### src/rtl/cmp_search.sv
// Binary search for a 2-bit target through an external comparator.
// Each guess is held on {a1,a2} for SETTLE cycles before the flags are sampled.
module cmp_search #(
    parameter int unsigned SETTLE = 2
) (
    input  logic       clk,
    input  logic       rst,
    input  logic       start,
    input  logic       red,
    input  logic       green,
    input  logic       blue,
    output logic       a1,
    output logic       a2,
    output logic       busy,
    output logic       done,
    output logic       err,
    output logic [1:0] found,
    output logic [1:0] probes
);

    localparam int unsigned CNT_W = 4;
    localparam int unsigned BND_W = 3;
    localparam int unsigned PRB_W = 2;

    typedef enum logic [2:0] {
        S_IDLE   = 3'd0,
        S_SETTLE = 3'd1,
        S_EVAL   = 3'd2,
        S_DONE   = 3'd3,
        S_ERR    = 3'd4
    } state_t;

    state_t             state_q, state_d;
    logic [BND_W-1:0]   lo_q, lo_d;
    logic [BND_W-1:0]   hi_q, hi_d;
    logic [BND_W-1:0]   guess_q, guess_d;
    logic [CNT_W-1:0]   cnt_q, cnt_d;
    logic [PRB_W-1:0]   probes_q, probes_d;
    logic [1:0]         found_q, found_d;
    logic               done_q, done_d;
    logic               err_q, err_d;
    logic               busy_q, busy_d;

    logic               flag_eq, flag_gt, flag_lt;
    logic               step_ok;
    logic               settle_last;
    logic [BND_W-1:0]   lo_upd, hi_upd;

    // Comparator flag decode; anything outside eq/gt/lt is inconsistent.
    assign flag_eq     = ~blue &  red &  green;
    assign flag_gt     =  blue &  red & ~green;
    assign flag_lt     =  blue & ~red &  green;
    assign step_ok     = (flag_gt && (guess_q != BND_W'(0))) ||
                         (flag_lt && (guess_q != BND_W'(3)));
    assign settle_last = (cnt_q == CNT_W'(SETTLE - 1));

    // State register
    always_ff @(posedge clk or posedge rst) begin
        if (rst) begin
            state_q <= S_IDLE;
        end else begin
            state_q <= state_d;
        end
    end

    // Next-state logic
    always_comb begin
        state_d = state_q;
        case (state_q)
            S_IDLE, S_DONE, S_ERR: begin
                if (start) state_d = S_SETTLE;
            end
            S_SETTLE: begin
                if (settle_last) state_d = S_EVAL;
            end
            S_EVAL: begin
                if (flag_eq)      state_d = S_DONE;
                else if (step_ok) state_d = S_SETTLE;
                else              state_d = S_ERR;
            end
            default: state_d = S_IDLE;
        endcase
    end

    // Datapath and output next values
    always_comb begin
        lo_d     = lo_q;
        hi_d     = hi_q;
        guess_d  = guess_q;
        cnt_d    = cnt_q;
        probes_d = probes_q;
        found_d  = found_q;
        done_d   = done_q;
        err_d    = err_q;
        busy_d   = busy_q;
        lo_upd   = lo_q;
        hi_upd   = hi_q;
        if (flag_gt) hi_upd = guess_q - BND_W'(1);
        if (flag_lt) lo_upd = guess_q + BND_W'(1);
        case (state_q)
            S_IDLE, S_DONE, S_ERR: begin
                if (start) begin
                    lo_d     = BND_W'(0);
                    hi_d     = BND_W'(3);
                    guess_d  = BND_W'(1);
                    cnt_d    = CNT_W'(0);
                    probes_d = PRB_W'(0);
                    found_d  = 2'd0;
                    done_d   = 1'b0;
                    err_d    = 1'b0;
                    busy_d   = 1'b1;
                end
            end
            S_SETTLE: begin
                cnt_d = cnt_q + CNT_W'(1);
            end
            S_EVAL: begin
                probes_d = probes_q + PRB_W'(1);
                if (flag_eq) begin
                    found_d = guess_q[1:0];
                    done_d  = 1'b1;
                    busy_d  = 1'b0;
                end else if (step_ok) begin
                    // Bounds stay in 0..3 because the edge guesses are routed to ERR.
                    lo_d    = lo_upd;
                    hi_d    = hi_upd;
                    guess_d = (lo_upd + hi_upd) >> 1;
                    cnt_d   = CNT_W'(0);
                end else begin
                    err_d  = 1'b1;
                    busy_d = 1'b0;
                end
            end
            default: ;
        endcase
    end

    // Datapath registers
    always_ff @(posedge clk or posedge rst) begin
        if (rst) begin
            lo_q     <= '0;
            hi_q     <= '0;
            guess_q  <= '0;
            cnt_q    <= '0;
            probes_q <= '0;
            found_q  <= '0;
            done_q   <= 1'b0;
            err_q    <= 1'b0;
            busy_q   <= 1'b0;
        end else begin
            lo_q     <= lo_d;
            hi_q     <= hi_d;
            guess_q  <= guess_d;
            cnt_q    <= cnt_d;
            probes_q <= probes_d;
            found_q  <= found_d;
            done_q   <= done_d;
            err_q    <= err_d;
            busy_q   <= busy_d;
        end
    end

    assign a1     = guess_q[1];
    assign a2     = guess_q[0];
    assign busy   = busy_q;
    assign done   = done_q;
    assign err    = err_q;
    assign found  = found_q;
    assign probes = probes_q;

endmodule

### config.mk
export PLATFORM = sky130hd
export DESIGN_NAME = cmp_search
export DESIGN_NICKNAME = d
export VERILOG_FILES = /design/src/rtl/cmp_search.sv
export SDC_FILE = /design/constraint.sdc
export NUM_CORES = 1
export LEC_CHECK = 0
export BUFFER_PORTS_ARGS = -buffer_cell sky130_fd_sc_hd__buf_2
export CAP_MARGIN = 20
export CORE_MARGIN = 8
export CORE_UTILIZATION = 57
export CTS_CLUSTER_DIAMETER = 80
export DETAILED_ROUTE_END_ITERATION = 8
export MAX_ROUTING_LAYER = met4
export PLACE_DENSITY_LB_ADDON = 0.3
export RECOVER_POWER = 100
export SKIP_LAST_GASP = 1
export SLEW_MARGIN = 20
export SYNTH_ARGS = -nofsm -noshare
export SYNTH_HDL_FRONTEND = slang
export SYNTH_SLANG_ARGS = --single-unit
### constraint.sdc
create_clock -name clk -period 2.62 [get_ports clk]
set_input_delay 0.524 -clock clk [delete_from_list [all_inputs] [get_ports clk]]
set_output_delay 0.524 -clock clk [all_outputs]
set_load 0.01 [all_outputs]
==> reports/qor.csv, run 1 <==
stage;metric;value;unit
worst_setup_path;CP required;2.80;ns
grt;initial antenna violation count;0;
logic_synthesis;Netlist cell types;42;
final_layout;most common cell after layout, fill and taps aside;dfrtp_1;
power;Seq pwr share;45.4;%
detailed_routing;Initial DRC Count;44;
worst_setup_path;CP endpoint kind;flip-flop;
timing;final period utilization;84.8;%
worst_setup_path;Reg-to-Reg Start;guess_q[0];
clocking;CTS resizes;0;
detailed_routing;drt pass-1 iters;4;
die;Die H;63.6;microns
clocking;Reg clk slew, reported paths;0.11;ns
power;Clk pwr share;12.8;%
worst_setup_path;Slowest-stage cell, CP;dfrtp_1;
final_layout;area occupied by registers;551;sq um
worst_setup_path;critical path launch point type;flip-flop;
die;Die W;63.6;microns
clocking;Root Driver;clkbuf_4;
logic_synthesis;Post-synth ARST share;100;%
die;FP Rows;17;
detailed_routing;DR vias/cell;5.94;
clocking;clk sink count;22;
detailed_routing;Wirelength per Cell;14.7;microns
logic_synthesis;Synth warnings;0;
logic_synthesis;EDFF count, synth;0;
timing;Tmin final;2.22;ns
power;part of the power in combinational logic;41.8;%
detailed_routing;Post-Route WL;2.61;mm
timing;Peak Freq;450;MHz
worst_setup_path;CP Data Arrival Time;2.41;ns
detailed_routing;residual DRC count;0;
worst_setup_path;R2R Setup Slk;0.40;ns
timing;Hold Vio Cnt, Final;0;
grt;aggregate global routing overflow;0;
timing;setup ws final;0.398;ns
place;I/O Buffers;14;
power;internal power;0.000690;W
logic_synthesis;post-synthesis xor/xnor area fraction;2.03;%
logic_synthesis;portion of netlist area occupied by mux cells;3.87;%
clocking;total number of H-tree levels;1;
timing;Rel. slew slack;44.3;%
clocking;Post-CTS Setup Repair Bufs;0;
power;Leak;0.647;nW
die;Initial Util;59.6;%
die;DIE AREA;4050;sq um
worst_setup_path;Crit Path Max Fanout;8;
grt;vias in the first global route;1055;
detailed_routing;Vias;1052;
power;PD cells;859;nW/um^2
timing;Setup Viol. Count Final;0;
worst_setup_path;crit path cell chain;inv_1, ha_1, inv_1, o21ai_0, fa_1, xor2_1, xnor2_1, o22ai_1;
worst_setup_path;critical path type;reg2reg;
clocking;CTS Buf Count;3;
logic_synthesis;synthesized net count;148;
final_layout;Multi-input gate area;671;sq um
grt;largest net degree at the start of global routing;23;
final_layout;Final Core Density;63.2;%
final_layout;# fillers;184;
timing;setup TNS;0;ns
place;placer congestion estimate;0.872;
logic_synthesis;Syn Std Cell Area;1290;sq um
power;Sw Share;41.5;%
clocking;hold_buf cts;0;
die;Core Area;2170;sq um
final_layout;layout cells sized above 1;11.4;%
job;max_cap viols;0;
place;DP Worst Slack;0.396;ns
clocking;clock insertion delay at the later pin of the skew report;0.31;ns
die;Ports;15;
power;peak supply drop;0.533;mV
timing;unrepaired setup endpoints after global routing;no;
power;switching power total;0.000489;W
timing;max-slew violation count;0;
place;hpwl dp;1.94;mm
final_layout;most frequent cells in the layout;dfrtp_1 (22), o21ai_0 (16), nand2_1 (13);
worst_setup_path;FF-to-FF path depth;8;
grt;gr usage total;13.9;%
logic_synthesis;register area share after synthesis;42.6;%
detailed_routing;post-route ant nets;0;
logic_synthesis;Synth Area in Compound Gates;16.6;%
grt;first-pass GRT wire length;4.52;mm
logic_synthesis;number of synthesized register bits;22;
final_layout;Area Overhead vs Synth;6.00;%
clocking;Max clock buf depth;2;
logic_synthesis;main flop type after synthesis;dfrtp_1;
clocking;CTS tree;done;
logic_synthesis;Mean Syn Cell Area;9.51;sq um
logic_synthesis;adder-cell area share of the yosys netlist;6.38;%
logic_synthesis;Post-Synth Simple-Gate Area;22.9;%
timing;skew final;0.00150;ns
worst_setup_path;critical path's largest stage delay;0.52;ns
final_layout;Nets;163;
final_layout;ANT cells;0;
worst_setup_path;reg-to-reg endpoint;guess_q[1];
run_status;outcome;finished clean;
hold_path;Hold/Removal Path Class;in2async;
logic_synthesis;Cells after Synth;136;
power;Total Power;0.00118;W
timing;actual slew at the worst max-slew pin;0.834;ns
logic_synthesis;main combinational cell family by area after synthesis;simple AND/OR/NAND/NOR gates;
worst_setup_path;cell mode on critical path;inv_1;
-- stage by stage --
stage	std cells	area (sq um)	hold WS, ns
2_1_floorplan	136	1290	0.468
3_3_place_gp	174	1360	0.455
3_5_place_dp	174	1360	0.460
4_1_cts	177	1390	0.380
5_1_grt	177	1370	0.430
6_report	177	1370	0.360
-- cell type report --
type,count,area share (%)
timing repair buffer,15,4.56
multi-input combinational,101,48.9
inverter,8,2.19
tap,28,2.55
clock buffer,3,1.64
sequential,22,40.1
-- cell usage after synthesis, drive strengths merged, types with 2 or more instances --
cell    number  share of area [%]
a21o         2                1.2
a21oi        9                3.8
and4bb       2                1.9
buf          5                3.3
dfrtp       22                 43
ha           5                4.8
inv          8                2.3
mux2i        5                3.9
nand2       13                3.8
nand2b       4                2.5
nand3        7                2.7
nand3b       2                1.2
nor2        13                5.2
nor2b        2               0.97
nor3         2               0.77
o21ai       16                6.2
or3          2                1.4
xor2         2                1.4
-- layer usage --
| layer | track usage (%) | part of all wire, % | vias up |
|---|---|---|---|
| li1 | - | - | 499 |
| met1 | 16.0 | 45 | 522 |
| met2 | 22.3 | 49 | 26 |
| met4 | 6.96 | 1.9 | 0 |
| met5 | - | 0 | - |
| met3 | 3.00 | 3.6 | 5 |
-- critical path: cells and delay by family (launching register included) --
family	cells	cell delay [ns]
xor gates and xnor gates	2	0.34
adders and majority gates	2	0.78
buffers and inverters	2	0.22
DFF	1	0.52
AOI/OAI and AO/OA	2	0.24
-- power groups by stage --
stage	Combinational [W]	Clock (W)	Sequential [W]
after floorplan	0.000431	0	0.000506
after global placement	0.000488	0	0.000530
after detailed placement	0.000508	0	0.000539
after CTS	0.000510	0.000159	0.000532
after global routing	0.000558	0.000165	0.000553
final	0.000492	0.000151	0.000535
-- logic make-up after synthesis --
kind of cell	after synthesis
buffers and inverters	13
adder cells (fa/ha/maj)	6
AND/OR/NAND/NOR	51
multiplexers	5
flip-flops	22
AO/OA/AOI/OAI	36
XOR/XNOR	3
-- sequential cells by signal, summed over array words and instances (netlist names), 2 cells and up --
name     cells
cnt_q        4
found        2
guess_q      2
hi_q         3
lo_q         3
probes       2
state_q      3
-- how the worst max path moves through the flow --
stage,end,startpoint,slack [ns]
after global placement,guess_q[1],red,0.46
after floorplan,guess_q[1],guess_q[0],0.63
after detailed placement,guess_q[1],red,0.40
final,guess_q[1],guess_q[0],0.40
after CTS,guess_q[1],guess_q[0],0.42
after global routing,hi_q[1],guess_q[0],0.22
Note: power is estimated with default switching activity, not from simulation.
==> run 2: changes to the inputs <==
clock period = 2.2 ns   (was 2.62 ns; I/O delays follow)
==> run 2 against run 1 <==
Effect of this change: non-clock buffer count is 3 higher; global-route usage grew 0.19 points; first-iteration DRC count shrank 6.8%; total power is 19% higher; sequential cell count is the same; cell count grew 1.7%; critical endpoint unchanged; largest power group unchanged.
==> reports/qor.csv, run 2 (same netlist as run 1, synthesis figures left out) <==
stage;metric;value;unit;change
worst_setup_path;CP Data Arrival Time;2.25;ns;-0.16 ns
clocking;clock insertion delay at the later pin of the skew report;0.31;ns;about the same
worst_setup_path;Slowest-stage cell, CP;fa_1;;
worst_setup_path;critical path launch point type;flip-flop;;
power;Leak;0.664;nW;+2.5%
detailed_routing;residual DRC count;0;;unchanged
final_layout;most frequent cells in the layout;dfrtp_1 (22), o21ai_0 (16), nand2_1 (13);;
place;hpwl dp;1.91;mm;-1.9%
worst_setup_path;CP top delay family;adder cells;;
power;peak supply drop;0.718;mV;+35%
grt;initial antenna violation count;0;;unchanged
timing;unrepaired setup endpoints after global routing;no;;
hold_path;hold_sp;start;;
power;Clk pwr share;12.5;%;-0.3 points
final_layout;area occupied by registers;551;sq um;unchanged
timing;Setup Viol. Count Final;0;;unchanged
final_layout;Largest register FFs;4;;unchanged
detailed_routing;post-route ant nets;0;;unchanged
worst_setup_path;CP endpoint kind;flip-flop;;
detailed_routing;drt pass-1 iters;4;;unchanged
worst_setup_path;CP Launch Point;guess_q[1];;
detailed_routing;Wirelength per Cell;14.0;microns;-4.8%
final_layout;Multi-input gate area;671;sq um;unchanged
detailed_routing;Initial DRC Count;41;;-6.8%
worst_setup_path;crit path cell chain;inv_1, ha_1, inv_1, o21ai_0, fa_1, xor2_1, xnor2_1, o22ai_1;;
timing;actual slew at the worst max-slew pin;1.19;ns;+0.360 ns
power;PD cells;1010;nW/um^2;+17%
grt;largest net degree at the start of global routing;23;;unchanged
worst_setup_path;critical path's largest stage delay;0.45;ns;-0.07 ns
clocking;hold_buf cts;0;;unchanged
final_layout;Non-Filler Instances;180;;+1.7%
job;max_cap viols;0;;unchanged
clocking;Post-CTS Setup Repair Bufs;0;;unchanged
power;Seq pwr share;44.7;%;-0.7 points
worst_setup_path;CP required;2.39;ns;-0.41 ns
worst_setup_path;critical path type;reg2reg;;
die;Initial Util;59.6;%;unchanged
worst_setup_path;CP Buf/Inv Count;2;;unchanged
place;placer congestion estimate;0.833;;-4.4%
timing;skew final;0.00530;ns;+0.00380 ns
final_layout;most common cell after layout, fill and taps aside;dfrtp_1;;
die;Ports;15;;unchanged
grt;vias in the first global route;1001;;-5.1%
die;Die H;63.6;microns;unchanged
final_layout;layout cells sized above 1;13.2;%;+1.7 points
clocking;CTS Buf Count;3;;unchanged
worst_setup_path;Reg-to-Reg Start;guess_q[1];;
detailed_routing;DR vias/cell;5.58;;-6.1%
die;Die W;63.6;microns;unchanged
clocking;Root Driver;clkbuf_4;;
power;switching power total;0.000573;W;+17%
place;DP Worst Slack;0.108;ns;-0.288 ns
clocking;Max clock buf depth;2;;unchanged
timing;Hold Vio Cnt, Final;0;;unchanged
hold_path;Hold/Removal Path Class;in2reg;;
power;Sw Share;40.9;%;-0.57 points
die;FP Rows;17;;unchanged
power;part of the power in combinational logic;42.8;%;+1.0 points
final_layout;ANT cells;0;;unchanged
timing;Tmin final;2.05;ns;-0.168 ns
clocking;CTS resizes;0;;unchanged
timing;hold_ws;0.414;ns;+0.0542 ns
clocking;total number of H-tree levels;1;;unchanged
final_layout;Nets;166;;+1.8%
timing;setup TNS;0;ns;unchanged
run_status;outcome;finished clean;;
place;# placed instances;177;;+1.7%
final_layout;Top reg by flops;cnt_q;;
final_layout;# fillers;203;;+10%
timing;max-slew violation count;0;;unchanged
clocking;Reg clk slew, reported paths;0.11;ns;about the same
die;DIE AREA;4050;sq um;unchanged
power;internal power;0.000829;W;+20%
final_layout;Area Overhead vs Synth;7.83;%;
place;I/O Buffers;14;;unchanged
worst_setup_path;Crit Path Max Fanout;4;;-4
timing;Rel. slew slack;20.4;%;-24 points
timing;setup ws final;0.147;ns;-0.252 ns
grt;first-pass GRT wire length;4.51;mm;-0.31%
grt;aggregate global routing overflow;0;;unchanged
grt;gr usage total;14.1;%;+0.19 points
clocking;clk sink count;22;;unchanged
timing;Peak Freq;487;MHz;+8.2%
timing;final period utilization;93.3;%;+8.5 points
clocking;CTS tree;done;;
detailed_routing;Vias;1005;;-4.5%
detailed_routing;Post-Route WL;2.52;mm;-3.2%
die;Core Area;2170;sq um;unchanged
worst_setup_path;cell mode on critical path;inv_1;;
==> run 2: changes by cell type in the layout (fill, tap and decap cells not counted), sizes merged <==
cell    before  now
clkbuf      13   12
buf          5    9
==> run 2: power groups by stage <==
stage / Combinational (W) / Sequential (W) / Clock (W)
after floorplan: 0.000513 / 0.000603 / 0
after global placement: 0.000594 / 0.000623 / 0
after detailed placement: 0.000616 / 0.000634 / 0
after CTS: 0.000619 / 0.000627 / 0.000183
after global routing: 0.000697 / 0.000645 / 0.000198
final: 0.000600 / 0.000627 / 0.000175
==> run 2: layout make-up <==
cell class,count,area share (%)
inverter,8,2.15
multi-input combinational,101,48.1
tap,28,2.51
clock buffer,3,1.61
sequential,22,39.5
timing repair buffer,18,6.19
==> run 2: metal layers <==
metal	track usage (%)	up-vias	wire, microns
met5	-	-	0
met4	8.08	0	70
met3	2.83	7	73
met2	21.7	18	1150
met1	16.7	476	1240
li1	-	504	-
==> run 2: final timing paths <==
path                                    to  slack [ns]  cells after the start
worst max-delay path            guess_q[1]        0.15                      8
max in group asynchronous          hi_q[0]        1.00                      3
min in group asynchronous       state_q[0]        0.49                      3
worst max register to register  guess_q[1]        0.15                      8
worst min register to register   probes[1]        0.49                      1
worst min-delay path                   err        0.41                      2
==> run 2: per-stage QoR <==
| step | instance area [sq um] | util, % | total power, W |
|---|---|---|---|
| finish | 1400 | 64.3 | 0.00140 |
| global route | 1400 | 64.3 | 0.00154 |
| CTS | 1410 | 64.9 | 0.00143 |
| detailed placement | 1390 | 63.9 | 0.00125 |
| global placement | 1390 | 63.9 | 0.00122 |
| floorplan | 1290 | - | 0.00112 |
==> run 3: changes to the inputs <==
REMOVE_ABC_BUFFERS = 1   (was default)
==> run 3 against run 2 <==
Effect of this change: register-to-register slack lost 0.02 ns; sequential power is essentially flat; die area is the same; setup slack lost 0.021 ns; non-clock buffer count shrank 1; critical path type unchanged; critical endpoint unchanged; largest power group unchanged; highest routed layer unchanged.
==> reports/qor.csv, run 3 (same netlist as run 1, synthesis figures left out) <==
stage;metric;value;unit;change
run_status;outcome;finished clean;;
timing;actual slew at the worst max-slew pin;0.814;ns;-0.381 ns
final_layout;ANT cells;0;;unchanged
hold_path;Hold/Removal Path Class;in2async;;
timing;Tmin final;2.07;ns;+0.0209 ns
worst_setup_path;CP Data Arrival Time;2.29;ns;+0.04 ns
die;Ports;15;;unchanged
detailed_routing;Vias;1041;;+3.6%
detailed_routing;Post-Route WL;2.59;mm;+2.5%
worst_setup_path;critical path launch point type;flip-flop;;
grt;initial antenna violation count;0;;unchanged
timing;skew final;0.000684;ns;-0.00462 ns
power;Leak;0.670;nW;+0.91%
die;DIE AREA;4050;sq um;unchanged
clocking;hold_buf cts;0;;unchanged
timing;Hold Vio Cnt, Final;0;;unchanged
die;Die H;63.6;microns;unchanged
timing;hold_ws;0.258;ns;-0.157 ns
grt;vias in the first global route;1026;;+2.5%
job;max_cap viols;0;;unchanged
final_layout;Top reg by flops;cnt_q;;
final_layout;area occupied by registers;551;sq um;unchanged
final_layout;layout cells sized above 1;13.8;%;+0.66 points
grt;first-pass GRT wire length;4.54;mm;+0.78%
timing;Peak Freq;482;MHz;-1.0%
clocking;Post-CTS Setup Repair Bufs;0;;unchanged
clocking;clock insertion delay at the later pin of the skew report;0.31;ns;about the same
power;peak supply drop;0.696;mV;-3.1%
detailed_routing;drt pass-1 iters;4;;unchanged
timing;final period utilization;94.3;%;+0.95 points
worst_setup_path;critical path type;reg2reg;;
worst_setup_path;FF-to-FF path depth;8;;unchanged
detailed_routing;Wirelength per Cell;14.4;microns;+2.5%
grt;largest net degree at the start of global routing;23;;unchanged
power;PD cells;1040;nW/um^2;+3.4%
worst_setup_path;crit path to;guess_q[1];;
clocking;clk sink count;22;;unchanged
die;Core Area;2170;sq um;unchanged
detailed_routing;residual DRC count;0;;unchanged
final_layout;Area Overhead vs Synth;8.61;%;
timing;Rel. slew slack;45.7;%;+25 points
die;FP Rows;17;;unchanged
clocking;CTS tree;done;;
worst_setup_path;reg-to-reg endpoint;guess_q[1];;
clocking;total number of H-tree levels;1;;unchanged
worst_setup_path;Crit Path Max Fanout;4;;unchanged
clocking;Max clock buf depth;2;;unchanged
final_layout;Nets;165;;-0.60%
place;placer congestion estimate;0.910;;+9.2%
grt;aggregate global routing overflow;0;;unchanged
timing;max-slew violation count;0;;unchanged
worst_setup_path;Reg-to-Reg Start;guess_q[1];;
detailed_routing;DR vias/cell;5.78;;+3.6%
worst_setup_path;CP endpoint kind;flip-flop;;
final_layout;most frequent cells in the layout;dfrtp_1 (22), o21ai_0 (16), nand2_1 (13);;
place;I/O Buffers;14;;unchanged
place;hpwl dp;1.94;mm;+1.9%
detailed_routing;Initial DRC Count;22;;-46%
final_layout;# fillers;204;;+0.49%
grt;gr usage total;13.9;%;-0.19 points
worst_setup_path;R2R Setup Slk;0.13;ns;-0.02 ns
worst_setup_path;CP Launch Point;guess_q[1];;
clocking;Root Driver;clkbuf_4;;
worst_setup_path;CP required;2.41;ns;+0.02 ns
final_layout;Multi-input gate area;671;sq um;unchanged
timing;setup TNS;0;ns;unchanged
clocking;Reg clk slew, reported paths;0.13;ns;+0.02 ns
detailed_routing;post-route ant nets;0;;unchanged
final_layout;Largest register FFs;4;;unchanged
die;Initial Util;59.6;%;unchanged
timing;unrepaired setup endpoints after global routing;no;;
clocking;CTS resizes;0;;unchanged
timing;Setup Viol. Count Final;0;;unchanged
clocking;CTS Buf Count;3;;unchanged
die;Die W;63.6;microns;unchanged
final_layout;most common cell after layout, fill and taps aside;dfrtp_1;;
[run 3: layout make-up]
| class | count | area share, % |
|---|---|---|
| repair buffers | 17 | 5.88 |
| inverters | 8 | 2.14 |
| clock buffers | 4 | 2.58 |
| flip-flops and latches | 22 | 39.2 |
| well taps | 28 | 2.49 |
| multi-input cells | 101 | 47.7 |
[run 3: per-layer routing]
metal,global-route usage [%],routed length [microns],up-vias,part of all wire [%]
met3,2.65,110,6,4.3
met4,5.57,41,0,1.6
met5,-,0,-,0
li1,-,-,505,-
met1,18.4,1260,503,49
met2,20.3,1180,27,45
[run 3: how the worst min path moves through the flow]
stage	cells past startpoint	slack, ns	to
after floorplan	1	0.43	busy
after global placement	1	0.46	done
after detailed placement	1	0.48	done
after CTS	2	0.29	guess_q[0]
after global routing	2	0.34	lo_q[1]
final	2	0.26	lo_q[1]
[run 3: stage by stage]
stage / power, W / cells / utilization [%] / worst slack [ns] / area (sq um)
global placement: 0.00122 / 176 / 63.6 / 0.160 / 1380
CTS: 0.00148 / 180 / 65.2 / 0.120 / 1420
finish: 0.00146 / 180 / 64.8 / 0.126 / 1410
floorplan: 0.00107 / 131 / - / 0.189 / 1250
detailed placement: 0.00125 / 176 / 63.6 / 0.0575 / 1380
global route: 0.00158 / 180 / 64.8 / 0.0292 / 1410
[run 3: report_power, final]
group | total (W) | leakage (nW) | switching, W | internal, W
combinational | 0.000604 | 0.370 | 0.000345 | 0.000259
clock | 0.000233 | 0.0210 | 0.000131 | 0.000101
sequential | 0.000624 | 0.278 | 0.000116 | 0.000508
total | 0.00146 | 0.670 | 0.000593 | 0.000867
[run 3: critical path, cell delays in order (launching register included)]
cell,delay [ns]
dfrtp_1,0.44
inv_1,0.10
ha_1,0.33
inv_1,0.07
o21ai_0,0.12
fa_1,0.45
xor2_1,0.21
xnor2_1,0.14
o22ai_1,0.09
